**src/rtl/stack_pkg.sv**
```systemverilog
`default_nettype none
// ============================================================================
// Module      : stack_pkg
// Description : Shared constants, operation encoding and count-width helper
//               for the stack_ctrl LIFO.
// Revision    : 1.0 - initial release
// ============================================================================
package stack_pkg;

    localparam int DEFAULT_WIDTH_DATA = 32;
    localparam int DEFAULT_DEPTH      = 16;

    // One decoded operation per cycle; OP_OVF / OP_UNF are ignored requests
    // that only raise the matching sticky error flag.
    typedef enum logic [2:0] {
        OP_NONE    = 3'd0,
        OP_PUSH    = 3'd1,
        OP_POP     = 3'd2,
        OP_REPLACE = 3'd3,
        OP_OVF     = 3'd4,
        OP_UNF     = 3'd5
    } stack_op_e;

    // Width able to hold every value 0..depth inclusive.
    function automatic int cnt_width(input int depth);
        return $clog2(depth + 1);
    endfunction

endpackage : stack_pkg
`default_nettype wire

```
**src/rtl/stack_if.sv**
```systemverilog
`default_nettype none
// ============================================================================
// Module      : stack_if
// Description : Request/status bundle between a stack client (master) and
//               stack_ctrl (slave). Peek signals exist only when the
//               STACK_PEEK_EN macro is defined.
// Revision    : 1.0 - initial release
// ============================================================================
interface stack_if
    import stack_pkg::*;
#(
    parameter int WIDTH_DATA = DEFAULT_WIDTH_DATA,
    parameter int DEPTH      = DEFAULT_DEPTH
);
    localparam int CNT_W = cnt_width(DEPTH);
    localparam int AW    = $clog2(DEPTH);

    logic                  clear;
    logic                  push;
    logic                  pop;
    logic [WIDTH_DATA-1:0] data_in;
    logic [WIDTH_DATA-1:0] data_out;
    logic [CNT_W-1:0]      count;
    logic                  full;
    logic                  empty;
    logic                  almost_full;
    logic                  overflow;
    logic                  underflow;
`ifdef STACK_PEEK_EN
    logic [AW-1:0]         peek_idx;
    logic [WIDTH_DATA-1:0] peek_data;
    logic                  peek_valid;

    modport master (
        output clear, push, pop, data_in, peek_idx,
        input  data_out, count, full, empty, almost_full, overflow, underflow,
        input  peek_data, peek_valid
    );

    modport slave (
        input  clear, push, pop, data_in, peek_idx,
        output data_out, count, full, empty, almost_full, overflow, underflow,
        output peek_data, peek_valid
    );
`else
    modport master (
        output clear, push, pop, data_in,
        input  data_out, count, full, empty, almost_full, overflow, underflow
    );

    modport slave (
        input  clear, push, pop, data_in,
        output data_out, count, full, empty, almost_full, overflow, underflow
    );
`endif

endinterface : stack_if
`default_nettype wire

```
**src/rtl/stack_mem.sv**
```systemverilog
`default_nettype none
// ============================================================================
// Module      : stack_mem
// Description : DEPTH x WIDTH_DATA register array, one synchronous write
//               port and asynchronous read ports (below-top read, plus a
//               peek read when STACK_PEEK_EN is defined). Contents are never
//               reset.
// Revision    : 1.0 - initial release
// ============================================================================
module stack_mem #(
    parameter int WIDTH_DATA = 32,
    parameter int DEPTH      = 16,
    parameter int AW         = $clog2(DEPTH)
) (
    input  wire logic                  clk,
    input  wire logic                  i_we,
    input  wire logic [AW-1:0]         i_wr_addr,
    input  wire logic [WIDTH_DATA-1:0] i_wr_data,
    input  wire logic [AW-1:0]         i_rd_addr,
    output      logic [WIDTH_DATA-1:0] o_rd_data
`ifdef STACK_PEEK_EN
    ,
    input  wire logic [AW-1:0]         i_pk_addr,
    output      logic [WIDTH_DATA-1:0] o_pk_data
`endif
);

    logic [WIDTH_DATA-1:0] r_mem [DEPTH];

    // Single write port; no reset so the array maps onto plain storage.
    always_ff @(posedge clk) begin
        if (i_we) begin
            r_mem[i_wr_addr] <= i_wr_data;
        end
    end

    assign o_rd_data = r_mem[i_rd_addr];

`ifdef STACK_PEEK_EN
    assign o_pk_data = r_mem[i_pk_addr];
`endif

endmodule : stack_mem
`default_nettype wire

```
**src/rtl/stack_ctrl.sv**
```systemverilog
`default_nettype none
// ============================================================================
// Module      : stack_ctrl
// Description : Parametrised LIFO stack with replace-top (push+pop),
//               occupancy count, almost-full, sticky overflow/underflow and
//               synchronous clear. Define STACK_PEEK_EN to add the indexed
//               peek port.
// Revision    : 1.0 - initial release
// ============================================================================
module stack_ctrl
    import stack_pkg::*;
#(
    parameter int WIDTH_DATA  = DEFAULT_WIDTH_DATA,
    parameter int DEPTH       = DEFAULT_DEPTH,
    parameter int AFULL_LEVEL = DEPTH - 2
) (
    input wire logic clk,
    input wire logic reset,
    stack_if.slave   bus
);

    localparam int CNT_W = cnt_width(DEPTH);
    localparam int AW    = $clog2(DEPTH);

    localparam logic [CNT_W-1:0] c_one   = CNT_W'(1);
    localparam logic [CNT_W-1:0] c_two   = CNT_W'(2);
    localparam logic [CNT_W-1:0] c_depth = CNT_W'(DEPTH);
    localparam logic [CNT_W-1:0] c_afull = CNT_W'(AFULL_LEVEL);

    logic [CNT_W-1:0]      r_sp;
    logic [WIDTH_DATA-1:0] r_data_out;
    logic                  r_overflow;
    logic                  r_underflow;

    stack_op_e             w_op;
    logic                  w_full;
    logic                  w_empty;
    logic                  w_we;
    logic [CNT_W-1:0]      w_wr_ptr;
    logic [CNT_W-1:0]      w_rd_ptr;
    logic [WIDTH_DATA-1:0] w_rd_data;

    assign w_full  = (r_sp == c_depth);
    assign w_empty = (r_sp == '0);

    // Decode the request into exactly one operation for this cycle.
    always_comb begin
        w_op = OP_NONE;
        if (bus.push && bus.pop) begin
            w_op = w_empty ? OP_PUSH : OP_REPLACE;
        end else if (bus.push) begin
            w_op = w_full ? OP_OVF : OP_PUSH;
        end else if (bus.pop) begin
            w_op = w_empty ? OP_UNF : OP_POP;
        end
    end

    // Push writes the free slot, replace overwrites the current top; reset
    // and clear take priority so they suppress the write too.
    assign w_we     = ((w_op == OP_PUSH) || (w_op == OP_REPLACE)) && !reset && !bus.clear;
    assign w_wr_ptr = (w_op == OP_PUSH) ? r_sp : (r_sp - c_one);
    // Entry that becomes the new top after a pop.
    assign w_rd_ptr = r_sp - c_two;

`ifdef STACK_PEEK_EN
    logic [CNT_W-1:0]      w_pk_ext;
    logic [CNT_W-1:0]      w_pk_ptr;
    logic [WIDTH_DATA-1:0] w_pk_raw;
    logic                  w_pk_valid;

    assign w_pk_ext   = CNT_W'(bus.peek_idx);
    assign w_pk_ptr   = r_sp - c_one - w_pk_ext;
    assign w_pk_valid = (w_pk_ext < r_sp);
`endif

    stack_mem #(
        .WIDTH_DATA (WIDTH_DATA),
        .DEPTH      (DEPTH),
        .AW         (AW)
    ) u_mem (
        .clk       (clk),
        .i_we      (w_we),
        .i_wr_addr (AW'(w_wr_ptr)),
        .i_wr_data (bus.data_in),
        .i_rd_addr (AW'(w_rd_ptr)),
        .o_rd_data (w_rd_data)
`ifdef STACK_PEEK_EN
        ,
        .i_pk_addr (AW'(w_pk_ptr)),
        .o_pk_data (w_pk_raw)
`endif
    );

    // Stack pointer, registered top-of-stack and sticky error flags.
    always_ff @(posedge clk) begin
        if (reset || bus.clear) begin
            r_sp        <= '0;
            r_data_out  <= '0;
            r_overflow  <= 1'b0;
            r_underflow <= 1'b0;
        end else begin
            case (w_op)
                OP_PUSH: begin
                    r_sp       <= r_sp + c_one;
                    r_data_out <= bus.data_in;
                end
                OP_POP: begin
                    r_sp       <= r_sp - c_one;
                    r_data_out <= (r_sp == c_one) ? '0 : w_rd_data;
                end
                OP_REPLACE: begin
                    r_data_out <= bus.data_in;
                end
                OP_OVF: begin
                    r_overflow <= 1'b1;
                end
                OP_UNF: begin
                    r_underflow <= 1'b1;
                end
                default: begin
                end
            endcase
        end
    end

    assign bus.data_out    = r_data_out;
    assign bus.count       = r_sp;
    assign bus.full        = w_full;
    assign bus.empty       = w_empty;
    assign bus.almost_full = (r_sp >= c_afull);
    assign bus.overflow    = r_overflow;
    assign bus.underflow   = r_underflow;

`ifdef STACK_PEEK_EN
    assign bus.peek_valid = w_pk_valid;
    assign bus.peek_data  = w_pk_valid ? w_pk_raw : '0;
`endif

endmodule : stack_ctrl
`default_nettype wire

```
**src/flat_wrapper.sv**
```systemverilog
// flat-port wrapper written by rule: the top's interface ports become plain ports
module stack_ctrl_flat import stack_pkg::*;
#(
    parameter int WIDTH_DATA  = DEFAULT_WIDTH_DATA,
    parameter int DEPTH       = DEFAULT_DEPTH,
    parameter int AFULL_LEVEL = DEPTH - 2
)
  (clk, reset, bus_clear, bus_push, bus_pop, bus_data_in, bus_data_out, bus_count, bus_full, bus_empty, bus_almost_full, bus_overflow, bus_underflow);
  stack_if #(.WIDTH_DATA(WIDTH_DATA), .DEPTH(DEPTH)) bus_i ();
  input wire logic clk;
  input wire logic reset;
  input wire logic [$bits(bus_i.clear)-1:0] bus_clear;
  input wire logic [$bits(bus_i.push)-1:0] bus_push;
  input wire logic [$bits(bus_i.pop)-1:0] bus_pop;
  input wire logic [$bits(bus_i.data_in)-1:0] bus_data_in;
  output wire logic [$bits(bus_i.data_out)-1:0] bus_data_out;
  output wire logic [$bits(bus_i.count)-1:0] bus_count;
  output wire logic [$bits(bus_i.full)-1:0] bus_full;
  output wire logic [$bits(bus_i.empty)-1:0] bus_empty;
  output wire logic [$bits(bus_i.almost_full)-1:0] bus_almost_full;
  output wire logic [$bits(bus_i.overflow)-1:0] bus_overflow;
  output wire logic [$bits(bus_i.underflow)-1:0] bus_underflow;
  assign bus_i.clear = bus_clear;
  assign bus_i.push = bus_push;
  assign bus_i.pop = bus_pop;
  assign bus_i.data_in = bus_data_in;
  assign bus_data_out = bus_i.data_out;
  assign bus_count = bus_i.count;
  assign bus_full = bus_i.full;
  assign bus_empty = bus_i.empty;
  assign bus_almost_full = bus_i.almost_full;
  assign bus_overflow = bus_i.overflow;
  assign bus_underflow = bus_i.underflow;
  stack_ctrl #(.WIDTH_DATA(WIDTH_DATA), .DEPTH(DEPTH), .AFULL_LEVEL(AFULL_LEVEL)) u_core (.clk(clk), .reset(reset), .bus(bus_i));
endmodule
```
**config.mk**
```make
export PLATFORM = sky130hd
export DESIGN_NAME = stack_ctrl_flat
export DESIGN_NICKNAME = d
export VERILOG_FILES = /design/src/rtl/stack_pkg.sv /design/src/rtl/stack_if.sv /design/src/rtl/stack_mem.sv /design/src/rtl/stack_ctrl.sv /design/src/flat_wrapper.sv
export SDC_FILE = /design/constraint.sdc
export NUM_CORES = 1
export LEC_CHECK = 0
export CAP_MARGIN = 0
export CORE_MARGIN = 8
export CORE_UTILIZATION = 35
export CTS_CLUSTER_SIZE = 16
export DETAILED_ROUTE_END_ITERATION = 8
export MAX_ROUTING_LAYER = met4
export PLACE_DENSITY = 0.51
export RECOVER_POWER = 25
export SLEW_MARGIN = 20
export SYNTH_ARGS = -nofsm -noshare
export SYNTH_HDL_FRONTEND = slang
export SYNTH_SLANG_ARGS = --single-unit
```
**constraint.sdc**
```tcl
create_clock -name clk -period 8.1 [get_ports clk]
set_input_delay 1.215 -clock clk [delete_from_list [all_inputs] [get_ports clk]]
set_output_delay 1.215 -clock clk [all_outputs]
set_load 0.02 [all_outputs]
```
== Yosys cells after proc, flatten, opt, wreduce, memory -nomap -nowiden ==
Memory sizes are Yosys's and may differ from the RTL's.
Cells that the tools add are included.

* $add $sub $neg: 3
* Multiply operators: 0
* Divide/modulo/power cells: 0
* Order comparisons: 1
* Equal/unequal tests: 7
* Shift operators: 0
* Multiplexer cells: 12
* Bitwise gates (word level): 0
* Reductions and logical operators: 11

{| class="wikitable"
|+ Operator list
! cell !! count
|-
| one-hot mux 32 bit (2 select lines) || 1
|-
| 2-to-1 mux 32 bit || 1
|-
| 2-to-1 mux 3 bit || 5
|-
| one-hot mux 5 bit (2 select lines) || 1
|-
| == test 3 x 2 -> 1 bit, second input constant || 2
|-
| == test 3 bit, second input constant || 2
|-
| adder 5 x 1 -> 5 bit, second input constant || 1
|-
| == test 5 x 1 -> 1 bit, second input constant || 1
|-
| == test 5 bit, second input constant || 1
|-
| greater-or-equal comparator 5 x 4 -> 1 bit, second input constant || 1
|-
| zero test 5 bit || 1
|-
| subtractor 5 x 1 -> 5 bit, second input constant || 1
|-
| 2-to-1 mux 4 bit || 1
|-
| nonzero test 2 bit || 2
|-
| subtractor 4 x 2 -> 4 bit, second input constant || 1
|-
| == test 3 x 1 -> 1 bit, second input constant || 1
|-
| logical AND 1 bit || 3
|-
| zero test 1 bit || 2
|-
| logical OR 1 bit || 2
|-
| 2-to-1 mux 1 bit || 2
|-
| 2-to-1 mux 2 bit || 1
|-
| OR reduction 2 bit || 1
|}

* Flip-flop bits (word level): 39
* Bits in latches: 0
* Memory bits (writable): 512
* Bits in read-only memories: 0
* Bits of input ports: 37
* Output and inout bits: 42
* Logic and storage cells: 39
* Memories kept: 1

{| class="wikitable"
|+ Memory list
! memory !! depth !! bits a word !! rd ports !! clocked after memory_dff !! write ports !! line !! text
|-
| u_core.u_mem.r_mem || 16 || 32 || 1 || 0 || 1 || stack_mem.sv:28 || <nowiki>logic [WIDTH_DATA-1:0] r_mem [DEPTH];</nowiki>
|}

== Longest topological paths before layout ==
* Depth in word-level cells: 11
* Mapped depth: 13
* Mapped depth without buffers: 6

== Hierarchy ==
Synthesis repeated with hierarchy kept, for this count alone.

* Cell total of the unflattened synthesis: 1032
* Area, all modules: 21245.4 µm²

{| class="wikitable"
|+ By module, submodules not included
! module !! times used !! cells an instance !! area an instance (µm²) !! seq. area each (µm²)
|-
| stack_mem || 1 || 806 || 19213.4 || 15374.7
|-
| stack_ctrl || 1 || 226 || 2031.9 || 780.7
|}

== Worst setup path after synthesis ==
No wires, ideal clock.

* Path kind: register -> register
* Start point: register u_core.r_sp[1], in the netlist u_core.bus.count[1]
* End point: memory u_core.u_mem.r_mem[15][0] (enable)
* Library setup time: 0.513 ns
* Arrival time: 6.523 ns
* Data required time: 7.587 ns
* Path slack: 1.064 ns
* Stages on the path, launching flop included: 14
* Buffers on the path: 7
* Clock period less this slack: 7.036 ns
* Cell sequence: dfxtp_1 > clkbuf_1 > buf_2 > buf_2 > inv_2 > buf_1 > ha_1 > or3b_1 > buf_2 > a211o_1 > buf_6 > mux2_4 > buf_6 > nor4b_1

* Longest elaborated chain between the ends: 11
* Elaborated cells on any way between the ends: 17
* Those cells by class: add/sub: 1; eq/ne: 3; mux: 9; reduce/logical: 4

{| class="wikitable"
|+ RTL lines
! what !! line !! text
|-
| start: declaration || stack_ctrl.sv:30 || <nowiki>logic [CNT_W-1:0] r_sp;</nowiki>
|-
| start signal: assignment || stack_ctrl.sv:104 || <nowiki>r_sp <= r_sp + c_one;</nowiki>
|-
| start signal: assignment || stack_ctrl.sv:108 || <nowiki>r_sp <= r_sp - c_one;</nowiki>
|-
| zero test 5 bit || stack_ctrl.sv:44 || <nowiki>assign w_empty = (r_sp == '0);</nowiki>
|-
| 2-to-1 mux 3 bit || stack_ctrl.sv:54 || <nowiki>w_op = w_empty ? OP_UNF : OP_POP;</nowiki>
|-
| 2-to-1 mux 3 bit || stack_ctrl.sv:53 || <nowiki>end else if (bus.pop) begin</nowiki>
|-
| 2-to-1 mux 3 bit || stack_ctrl.sv:51 || <nowiki>end else if (bus.push) begin</nowiki>
|-
| 2-to-1 mux 3 bit || stack_ctrl.sv:49 || <nowiki>if (bus.push && bus.pop) begin</nowiki>
|-
| == test 3 x 1 -> 1 bit or == test 3 x 2 -> 1 bit (tied branches) || stack_ctrl.sv:60, stack_ctrl.sv:61 ||
|-
| logical OR 1 bit || stack_ctrl.sv:60 || <nowiki>assign w_we = ((w_op == OP_PUSH) || (w_op == OP_REPLACE)) && !reset && !bus.clear;</nowiki>
|-
| logical AND 1 bit (2 in series) || stack_ctrl.sv:60 ||
|-
| 2-to-1 mux 1 bit || stack_mem.sv:32 || <nowiki>if (i_we) begin</nowiki>
|-
| 2-to-1 mux 1 bit (implied by the code) || stack_mem.sv:33 || <nowiki>r_mem[i_wr_addr] <= i_wr_data;</nowiki>
|-
| end: declaration || stack_mem.sv:28 ||
|}

Parallel ways exist; a longest one is shown, timed or not.

== Worst setup path after layout ==
* Start point: register u_core.r_sp[0], in the netlist u_core.bus.count[0]
* End point: output port bus_empty

* Longest elaborated chain between the ends: 1

{| class="wikitable"
|+ RTL lines
! what !! line !! text
|-
| zero test 5 bit || stack_ctrl.sv:44 ||
|-
| end: declaration || flat_wrapper.sv:19 || <nowiki>output wire logic [$bits(bus_i.empty)-1:0] bus_empty;</nowiki>
|}

No other way between the ends.

==> metrics.cfg <==
[power]
fin_total_pwr_uw = 6139
powerDensity_nw_per_um2 = 244.2
irDropWorstVdd_mv = 0.1723
power.leakage_uw = 0.007776

[cts]
post_cts_buffers = 0
clock_latency_ps = 610
cts_inserted_buffers = 58
ctsResizeCount = 0
cts_tree = built
clk_path_buf_depth = 3
hold_buffers = 0
htreeDepth = 2
clock_sinks = 551
root_buffer = clkbuf_16
clkTransAtPathRegs_ps = 60

[worst_setup_path]
crit_path_start_kind = flip-flop
startpoint = u_core.bus.count[0]
worstPathRequired_ps = 6880
cp.arrival_ps = 3590
r2r_start = u_core.bus.count[0]
worstSetupEndpointType = primary output
path_class = flip-flop to primary output
cp_max_fo = 40

[floorplan]
die-area_um2 = 69210
io_pins = 79
core_area_um2 = 60360
initial_utilization_pct = 35.40
chipWidth_um = 263.1
die_h_um = 263.1
num_rows = 90

[finish]
fin_cells = 1932
area_growth_pct = 17.63
final_cell_mix = edfxtp_1, mux4_2, clkdlybuf4s50_1, clkbuf_16, dfxtp_1
final_layout_size_suffix_gt1_share_pct = 26.48
layout_commonest_cell = edfxtp_1
nets = 1144
fin_area_um2 = 25140

[placed_design]
gp_congestion = 0.7515
place_area_um2 = 23220
numPortBuffers = 78
dp_slack_ps = 3405
hpwl_um = 29760
placed_cells = 1821

[timing]
final.setup.worst_slack_ps = 3294
rsz0062_at_grt = false
slew_violations = 0
min_period_ps = 4806
setup_viol = 0
max_freq_mhz = 208.1
fin_worst_skew_ps = 18.43
period_share_pct = 59.33
relSlewSlack_pct = 26.69
hold_viol = 0
tightest_slew_ps = 1098
tns_ps = 0

[global_routing]
grt_usage_pct = 15.05
grtUsageMet2_pct = 22.00
grt-ovfl-total = 0
grt_pass1_vias = 10820
grt_first_pass_wirelength_um = 75690
use_met1_pct = 21.57
grt-busiest-layer = met2
grt_util_met3_pct = 2.974
antenna_found_initial = 1
grt_max_degree = 47

[synth]
netlist_area_um2 = 21370
synth_mux_area_share_pct = 17.04
syn_inst = 1000
synth_edf_count = 512
syn_area_per_cell_um2 = 21.37
seq_area_frac_synth_pct = 75.61
synth_top_family_by_area = multiplexers
synth_nets = 1045
synth-seq-cells = 551
synth.area.top_cells = edfxtp_1, mux4_2, dfxtp_1
synthAdderAreaFrac_pct = 0.4684
synth_top_area_share_pct = 71.95
synthXorXnorAreaFrac_pct = 0.08198
synthSimpleGateAreaFrac_pct = 2.243
ys_async_sr_fraction_pct = 0
synth_cell_types = 46
yosysTopAreaCell = edfxtp_1
ys.flop_type = edfxtp_1
synth-compound-area-share_pct = 3.156
ys.warnings.count = 0

[routing]
wirelength_um = 51840
vias_per_cell = 5.404
drt_iter0_markers = 934
wl_per_cell_um = 26.83
postRouteAntennaNets = 0
drt-pass1-iter-count = 5
drc = 0
vias = 10440

[job]
cap_violations = 0

[outcome]
status = complete, no violations

[min_path]
min_from = u_core.bus.underflow
hold_path.class = flip-flop to flip-flop

==> routing by layer <==
metal  up-vias  share of wire (%)
li1       4470                  -
met3        67                6.7
met2       320                 45
met1      5584                 47
met4         0                1.7
met5         -                  0
==> cell families after synthesis <==
group,after synthesis
AND/OR/NAND/NOR,83
buffers and inverters,71
adder cells (fa/ha/maj),8
AO/OA/AOI/OAI,86
flip-flops,551
XOR/XNOR,2
multiplexers,199
==> power by group <==
group / leakage, uW / switching, uW / internal [uW]
sequential: 0.00493 / 18.9 / 3130
combinational: 0.00193 / 199 / 128
clock: 0.000924 / 1090 / 1570
total: 0.00778 / 1310 / 4830
==> path summary, 6_finish.rpt <==
| kind | to | slack [ps] | cells after the start |
|---|---|---|---|
| min | u_core.bus.underflow | 500 | 2 |
| max | bus_empty | 3290 | 4 |
| max reg2reg | u_core.u_mem.r_mem[1][20] | 3540 | 8 |
| min reg2reg | u_core.bus.underflow | 500 | 2 |
==> metrics by stage <==
stage,hold WS [ps],utilization [%]
global placement,482.5,38.42
CTS,499.5,41.64
detailed placement,483.5,38.47
floorplan,579.6,-
global route,527.6,41.64
finish,496.6,41.64
==> sequential cells by signal, indices dropped and copies added, names as in the netlist <==
name and cells:
u_core.u_mem.r_mem 512, u_core.bus.data_out 32, u_core.bus.count 5, u_core.bus.overflow 1, u_core.bus.underflow 1
==> layout make-up <==
type                    count  area [um2]
fillers                  5282       35220
clock inverters            34       366.6
repair buffers            102       980.9
diodes                      2       5.005
clock buffers              75        1545
well taps                 782       978.4
inverters                   8       30.03
multi-input cells         378        5066
flip-flops and latches    551       16160
==> worst max-delay path, stage by stage, from the launching register on <==
cell and delay [ps]:
dfxtp_4 520, inv_2 800, ha_1 300, nor4b_2 620
clkdlybuf4s50_1 740
==> Yosys cell counts, types with 4 or more instances <==
library cell  count
nor4_1           10
nand3_1          32
mux4_2          128
nor4b_1           9
ha_1              8
o221ai_1         32
clkbuf_1         43
edfxtp_1        512
mux2i_1          36
buf_1             8
dfxtp_1          39
mux2_2           34
nor2_1            9
buf_2             9
nand2_1           6
a22oi_1          32
nor3_1            4
inv_1             7
a31oi_1           4
(Power assumes the default switching activity.)
